[src/rtl/uart_frame_rx_if.sv]
// Frame-side bus of uart_frame_rx: assembled frame word, ready/ack handshake and status flags.
// master = receiver, slave = consumer.
interface uart_frame_rx_if #(
  parameter int DW = 40
) ();
  logic          frame_ack;
  logic          frame_ready;
  logic [DW-1:0] frame_data;
  logic          frame_err;
  logic          parity_err;
  logic          overrun;

  modport master (input frame_ack, output frame_ready, frame_data, frame_err, parity_err, overrun);
  modport slave  (output frame_ack, input frame_ready, frame_data, frame_err, parity_err, overrun);
endinterface

[src/rtl/uart_frame_rx.sv]
// Oversampling UART receiver packing FRAME_BYTES characters into one frame word; results 1 cycle after mid-stop.
// The line never stalls: an unacked frame is overwritten and overrun is flagged until the next ack.
module uart_frame_rx #(
  parameter int DATA_BITS    = 8,
  parameter int FRAME_BYTES  = 5,
  parameter int OVERSAMPLE   = 16,
  parameter int PARITY       = 0,
  parameter int TIMEOUT_BITS = 20
) (
  input  logic            clk,
  input  logic            rst_n,
  input  logic            uart_in,
  uart_frame_rx_if.master fr
);
  localparam int FW = FRAME_BYTES * DATA_BITS;
  localparam int OW = $clog2(OVERSAMPLE);
  localparam int CW = $clog2(DATA_BITS + 1);
  localparam int BW = (FRAME_BYTES > 1) ? $clog2(FRAME_BYTES) : 1;
  localparam int TW = $clog2(TIMEOUT_BITS * OVERSAMPLE + 1);
  localparam logic [OW-1:0] HALF_CNT  = OW'(OVERSAMPLE / 2 - 1);
  localparam logic [OW-1:0] FULL_CNT  = OW'(OVERSAMPLE - 1);
  localparam logic [CW-1:0] LAST_BIT  = CW'(DATA_BITS - 1);
  localparam logic [BW-1:0] LAST_BYTE = BW'(FRAME_BYTES - 1);
  localparam logic [TW-1:0] TO_LIMIT  = TW'(TIMEOUT_BITS * OVERSAMPLE);

  typedef enum logic [2:0] {IDLE, START, DATA, PAR, STOP} state_t;
  state_t state_q, state_d;

  logic                 rx_meta, rx_s;
  logic [OW-1:0]        os_cnt;
  logic [CW-1:0]        bit_cnt;
  logic [BW-1:0]        byte_idx;
  logic [TW-1:0]        to_cnt;
  logic [DATA_BITS-1:0] shreg;
  logic                 par_bit;
  logic [FW-1:0]        asm_q, asm_next, frame_data_q;
  logic                 frame_ready_q, overrun_q, frame_err_q, parity_err_q;
  logic                 os_clr, data_smp, par_smp, stop_smp;
  logic                 par_ok, char_ok, frame_done, ack_take;

  always_ff @(posedge clk or negedge rst_n) begin
    if (!rst_n) {rx_meta, rx_s} <= 2'b11;
    else        {rx_meta, rx_s} <= {uart_in, rx_meta};
  end

  always_ff @(posedge clk or negedge rst_n) begin
    if (!rst_n) state_q <= IDLE;
    else        state_q <= state_d;
  end

  always_comb begin
    state_d  = state_q;
    os_clr   = 1'b0;
    data_smp = 1'b0;
    par_smp  = 1'b0;
    stop_smp = 1'b0;
    unique case (state_q)
      IDLE:  if (!rx_s) begin
               state_d = START;
               os_clr  = 1'b1;
             end
      // A start bit that is gone by mid-bit is a glitch: drop it silently.
      START: if (os_cnt == HALF_CNT) begin
               os_clr  = 1'b1;
               state_d = rx_s ? IDLE : DATA;
             end
      DATA:  if (os_cnt == FULL_CNT) begin
               os_clr   = 1'b1;
               data_smp = 1'b1;
               if (bit_cnt == LAST_BIT) state_d = (PARITY != 0) ? PAR : STOP;
             end
      PAR:   if (os_cnt == FULL_CNT) begin
               os_clr  = 1'b1;
               par_smp = 1'b1;
               state_d = STOP;
             end
      STOP:  if (os_cnt == FULL_CNT) begin
               os_clr   = 1'b1;
               stop_smp = 1'b1;
               state_d  = IDLE;
             end
      default: state_d = IDLE;
    endcase
  end

  always_comb begin
    par_ok = 1'b1;
    if (PARITY == 1)      par_ok = ~(^shreg ^ par_bit);
    else if (PARITY == 2) par_ok = ^shreg ^ par_bit;
    char_ok    = stop_smp && rx_s && par_ok;
    frame_done = char_ok && (byte_idx == LAST_BYTE);
    ack_take   = fr.frame_ack && frame_ready_q;
    asm_next   = asm_q;
    for (int k = 0; k < FRAME_BYTES; k++) begin
      if (byte_idx == BW'(k)) asm_next[k*DATA_BITS +: DATA_BITS] = shreg;
    end
  end

  always_ff @(posedge clk or negedge rst_n) begin
    if (!rst_n) begin
      os_cnt        <= '0;
      bit_cnt       <= '0;
      byte_idx      <= '0;
      to_cnt        <= '0;
      shreg         <= '0;
      par_bit       <= 1'b0;
      asm_q         <= '0;
      frame_data_q  <= '0;
      frame_ready_q <= 1'b0;
      overrun_q     <= 1'b0;
      frame_err_q   <= 1'b0;
      parity_err_q  <= 1'b0;
    end else begin
      frame_err_q  <= 1'b0;
      parity_err_q <= 1'b0;

      if (os_clr || state_q == IDLE) os_cnt <= '0;
      else                           os_cnt <= os_cnt + OW'(1);

      if (state_q != DATA) bit_cnt <= '0;
      else if (data_smp)   bit_cnt <= bit_cnt + CW'(1);

      if (data_smp) shreg   <= {rx_s, shreg[DATA_BITS-1:1]};
      if (par_smp)  par_bit <= rx_s;

      // Idle-time watchdog only runs while a partial frame is waiting.
      if (state_q != IDLE || !rx_s || byte_idx == '0 || to_cnt == TO_LIMIT) to_cnt <= '0;
      else                                                                   to_cnt <= to_cnt + TW'(1);

      if (stop_smp) begin
        if (!char_ok || byte_idx == LAST_BYTE) byte_idx <= '0;
        else                                   byte_idx <= byte_idx + BW'(1);
        if (char_ok)     asm_q        <= asm_next;
        if (!rx_s)       frame_err_q  <= 1'b1;
        else if (!par_ok) parity_err_q <= 1'b1;
      end else if (to_cnt == TO_LIMIT) begin
        byte_idx <= '0;
      end

      // A coincident ack consumes the old frame, so the new one is not an overrun.
      if (frame_done) begin
        frame_data_q  <= asm_next;
        frame_ready_q <= 1'b1;
        if (ack_take)           overrun_q <= 1'b0;
        else if (frame_ready_q) overrun_q <= 1'b1;
      end else if (ack_take) begin
        frame_ready_q <= 1'b0;
        overrun_q     <= 1'b0;
      end
    end
  end

  assign fr.frame_ready = frame_ready_q;
  assign fr.frame_data  = frame_data_q;
  assign fr.frame_err   = frame_err_q;
  assign fr.parity_err  = parity_err_q;
  assign fr.overrun     = overrun_q;
endmodule

[src/flat_wrapper.sv]
// flat-port wrapper written by rule: the top's interface ports become plain ports
module uart_frame_rx_flat 
#(
  parameter int DATA_BITS    = 8,
  parameter int FRAME_BYTES  = 5,
  parameter int OVERSAMPLE   = 16,
  parameter int PARITY       = 0,
  parameter int TIMEOUT_BITS = 20
)
  (clk, rst_n, uart_in, fr_frame_ack, fr_frame_ready, fr_frame_data, fr_frame_err, fr_parity_err, fr_overrun);
  uart_frame_rx_if #(.DW((8)*(5))) fr_i ();
  input  logic clk;
  input  logic rst_n;
  input  logic uart_in;
  input wire logic [$bits(fr_i.frame_ack)-1:0] fr_frame_ack;
  output wire logic [$bits(fr_i.frame_ready)-1:0] fr_frame_ready;
  output wire logic [$bits(fr_i.frame_data)-1:0] fr_frame_data;
  output wire logic [$bits(fr_i.frame_err)-1:0] fr_frame_err;
  output wire logic [$bits(fr_i.parity_err)-1:0] fr_parity_err;
  output wire logic [$bits(fr_i.overrun)-1:0] fr_overrun;
  assign fr_i.frame_ack = fr_frame_ack;
  assign fr_frame_ready = fr_i.frame_ready;
  assign fr_frame_data = fr_i.frame_data;
  assign fr_frame_err = fr_i.frame_err;
  assign fr_parity_err = fr_i.parity_err;
  assign fr_overrun = fr_i.overrun;
  uart_frame_rx #(.DATA_BITS(DATA_BITS), .FRAME_BYTES(FRAME_BYTES), .OVERSAMPLE(OVERSAMPLE), .PARITY(PARITY), .TIMEOUT_BITS(TIMEOUT_BITS)) u_core (.clk(clk), .rst_n(rst_n), .uart_in(uart_in), .fr(fr_i));
endmodule
[config.mk]
export PLATFORM = sky130hd
export DESIGN_NAME = uart_frame_rx_flat
export DESIGN_NICKNAME = d
export VERILOG_FILES = /design/src/rtl/uart_frame_rx_if.sv /design/src/rtl/uart_frame_rx.sv /design/src/flat_wrapper.sv
export SDC_FILE = /design/constraint.sdc
export NUM_CORES = 1
export LEC_CHECK = 0
export CORE_MARGIN = 2
export CORE_UTILIZATION = 59
export CTS_BUF_LIST = sky130_fd_sc_hd__clkbuf_8
export CTS_CLUSTER_DIAMETER = 40
export DETAILED_ROUTE_END_ITERATION = 6
export DONT_BUFFER_PORTS = 1
export PLACE_DENSITY = 0.78
export SLEW_MARGIN = 20
export SYNTH_ARGS = -nofsm -noshare
export SYNTH_HDL_FRONTEND = slang
export SYNTH_SLANG_ARGS = --single-unit
export TNS_END_PERCENT = 50
[constraint.sdc]
create_clock -name clk -period 1.8 [get_ports clk]
set_input_delay 0.18 -clock clk [delete_from_list [all_inputs] [get_ports clk]]
set_output_delay 0.18 -clock clk [all_outputs]
set_load 0.03 [all_outputs]
==> results.tsv <==
stage	metric	value	unit
synth	synthesized area	4811	sq um
synth	sequential area share after synthesis	56.23	%
job	number of max-cap violations	0	
sta	PnR worst setup slack	40.96	ps
synth	Ys Warns	0	
global_routing	vias in the first global route	2629	
clock_tree	TritonCTS Buffers	9	
synth	top cells by area, synth	dfrtp_1 55%, mux2_4 15%, mux2_2 9.6%	
placement	pre-CTS WS	27.74	ps
synth	async set-reset flop share out of synthesis	100.0	%
clock_tree	Skew-Pair Late Insertion Delay	370	ps
floorplan	Die H	94.30	microns
floorplan	# rows	32	
detailed_routing	DR pass1 iterations	4	
floorplan	# IOs	48	
global_routing	largest net degree at the start of global routing	109	
sta	Setup TNS	0	ps
layout	fin nets	355	
global_routing	first-pass GRT wire length	13210	microns
synth	Mapped Avg Cell Area	14.99	sq um
setup_path	crit end category	register	
synth	synth unique cells	47	
clock_tree	buffer depth of the longest clock path	2	
clock_tree	clock root cell	clkbuf_8	
setup_path	Critical Path Start Type	register	
detailed_routing	final WL	7998	microns
power_and_ir_drop	PwrDens	837.0	nW/um^2
status	run status	complete, but fails checks	
synth	count leader, synth	dfrtp_1	
setup_path	critical path arrival	2010	ps
power_and_ir_drop	leakage power	2.579	nW
detailed_routing	Via density	5.614	
layout	Design Area, Final	5205	sq um
detailed_routing	via count	2515	
layout	Antenna Cells	0	
synth	top-area cell type share of the netlist area	55.14	%
clock_tree	depth of the CTS H-tree	3	
clock_tree	Worst-path clk slew	110	ps
synth	number of flops mapped to enable cells by yosys	0	
power_and_ir_drop	Peak VDD IR	0.5189	mV
sta	Rel. slew slack	65.57	%
global_routing	initial antenna violation count	0	
synth	most frequent cells after synthesis	106 x dfrtp_1, 48 x mux2_4, 41 x mux2_2	
floorplan	Initial Util	61.62	%
synth	Top FF cell, synth	dfrtp_1	
placement	post-DP HPWL	5476	microns
detailed_routing	detailed router's first-iteration violation count	123	
synth	Seq cells post-synth	108	
clock_tree	Clock Sinks	108	
sta	Hold WS	-510.7	ps
floorplan	Die Footprint	8892	sq um
sta	clk_skew	16.29	ps
sta	Max Slew Vio Count	0	
placement	Post-DP Area	4976	sq um
sta	RSZ-0062 raised after global routing	yes	
status	failing checks	hold timing	
placement	I/O Buffers	0	
detailed_routing	WL per Instance	17.85	microns
layout	area delta synth->final	8.192	%
floorplan	Die W	94.30	microns
global_routing	GRT Resource Usage Total	19.72	%
global_routing	total global routing overflow	0	
synth	largest area contributor in the netlist	dfrtp_1	
sta	worst-margin pin slew	509.3	ps
sta	Hold Violations, Final	108	
clock_tree	hold buffers post-CTS	2	
detailed_routing	antenna viol nets, final	0	
setup_path	critical path class	reg -> reg	
detailed_routing	Post-route DRC	0	
placement	gp weighted congestion	0.7878	
clock_tree	CTS tree	built	
sta	Final Setup Violations	0	
sta	final period utilization	97.72	%
sta	Achievable Freq	0.5685	GHz
synth	Post-Syn Instances	321	
synth	Mapped Nets	334	
floorplan	core region area	7807	sq um
layout	layout cells sized above 1	41.04	%
sta	Tmin final	1759	ps
setup_path	worst-path maximum fanout	8	
setup_path	CP Data Required Time	2050	ps
worst_hold_path	Hold Crit Class	in -> async	
-- cells by family after synthesis --
logic type	Yosys count	share of synthesized area (%)
AND/OR/NAND/NOR	57	7.491
AO/OA/AOI/OAI	26	3.433
flip-flops	108	56.23
buffers and inverters	24	4.577
multiplexers	89	24.58
XOR/XNOR	7	1.274
adder cells (fa/ha/maj)	9	2.341
other	1	0.07795
-- final cells by class --
cell class              count  area, sq um
repair buffers             24        247.7
flip-flops and latches    108         2705
inverters                  10        37.54
well taps                 102        127.6
fillers                   514         2603
multi-input cells         189         1903
clock inverters             5        46.29
clock buffers              10        137.6
-- what timing repair did --
| item | CTS | global route |
|---|---|---|
| buffers inserted | 0 | 1 |
| resized for setup | 0 | 5 |
| endpoints found under the setup margin | 0 | 47 |
| hold endpoints to repair | 111 | 108 |
-- layer usage --
metal  wire, microns  global-route usage [%]  share of wire [%]  vias up
met5               0                       0                  0        -
met4             117                   7.246                1.5        0
met3             343                   5.778                4.3       10
met2            4062                   33.04                 51       43
met1            3474                   24.37                 43     1293
li1                -                       -                  -     1169
-- sequential cells by signal, indices dropped and copies added, names as in the netlist --
name	count
u_core.byte_idx	3
u_core.state_q	3
u_core.fr.frame_data	40
u_core.asm_q	32
u_core.fr.overrun	1
u_core.bit_cnt	4
u_core.shreg	8
u_core.fr.frame_ready	1
u_core.rx_meta	1
u_core.fr.frame_err	1
u_core.rx_s	1
u_core.os_cnt	4
u_core.to_cnt	9
-- cells in the final DEF, fill, tap and decap left out, types with 3 or more instances in the layout --
master | netlist | layout
inv_1 | 10 | 10
nor3_1 | 4 | 4
ha_1 | 9 | 7
clkbuf_8 | 0 | 10
o21ai_0 | 7 | 7
xor2_1 | 4 | 4
buf_4 | 2 | 17
buf_12 | 6 | 5
nand4_2 | 3 | 3
mux2_4 | 48 | 48
or2_2 | 3 | 4
nand2_1 | 6 | 6
nor3b_1 | 3 | 3
dfrtp_1 | 106 | 106
or3_1 | 5 | 5
nor2_1 | 8 | 8
xnor2_1 | 3 | 3
nand3_1 | 9 | 9
mux2_2 | 41 | 41
a21oi_1 | 9 | 9
-- through the flow --
step,hold slack (ps),total power (W),util [%],instances
after global placement,-113.6,0.002986,63.73,430
after global routing,-545.0,0.004556,66.67,448
after detailed placement,-113.5,0.003019,63.73,430
after floorplan,-115.6,0.002904,-,321
final,-510.7,0.004357,66.67,448
after CTS,-524.5,0.004399,66.35,447
-- critical path: stages, from the launching register on --
cell	delay, ps
dfrtp_1	410
ha_1	220
and3_1	220
buf_4	170
nand4_2	260
mux2_2	390
-- worst paths after layout --
path / end / slack, ps / from / depth (start not counted)
worst max register to register: u_core.asm_q[17] / 40 / u_core.os_cnt[0] / 5
worst min-delay path: u_core.fr.frame_data[9] / -510 / rst_n / 0
min in group clk: u_core.rx_s / 360 / u_core.rx_meta / 0
worst min register to register: u_core.rx_s / 360 / u_core.rx_meta / 0
max in group asynchronous: u_core.rx_s / 2080 / rst_n / 0
worst max-delay path: u_core.asm_q[17] / 40 / u_core.os_cnt[0] / 5
-- power by group --
group	leakage (nW)	switching [W]	internal, W
clock network	0.0884	0.000830	0.000556
registers	1.49	0.0000613	0.00250
logic	1.00	0.000195	0.000216
total	2.58	0.00109	0.00327
Note: power is estimated with default switching activity, not from simulation.
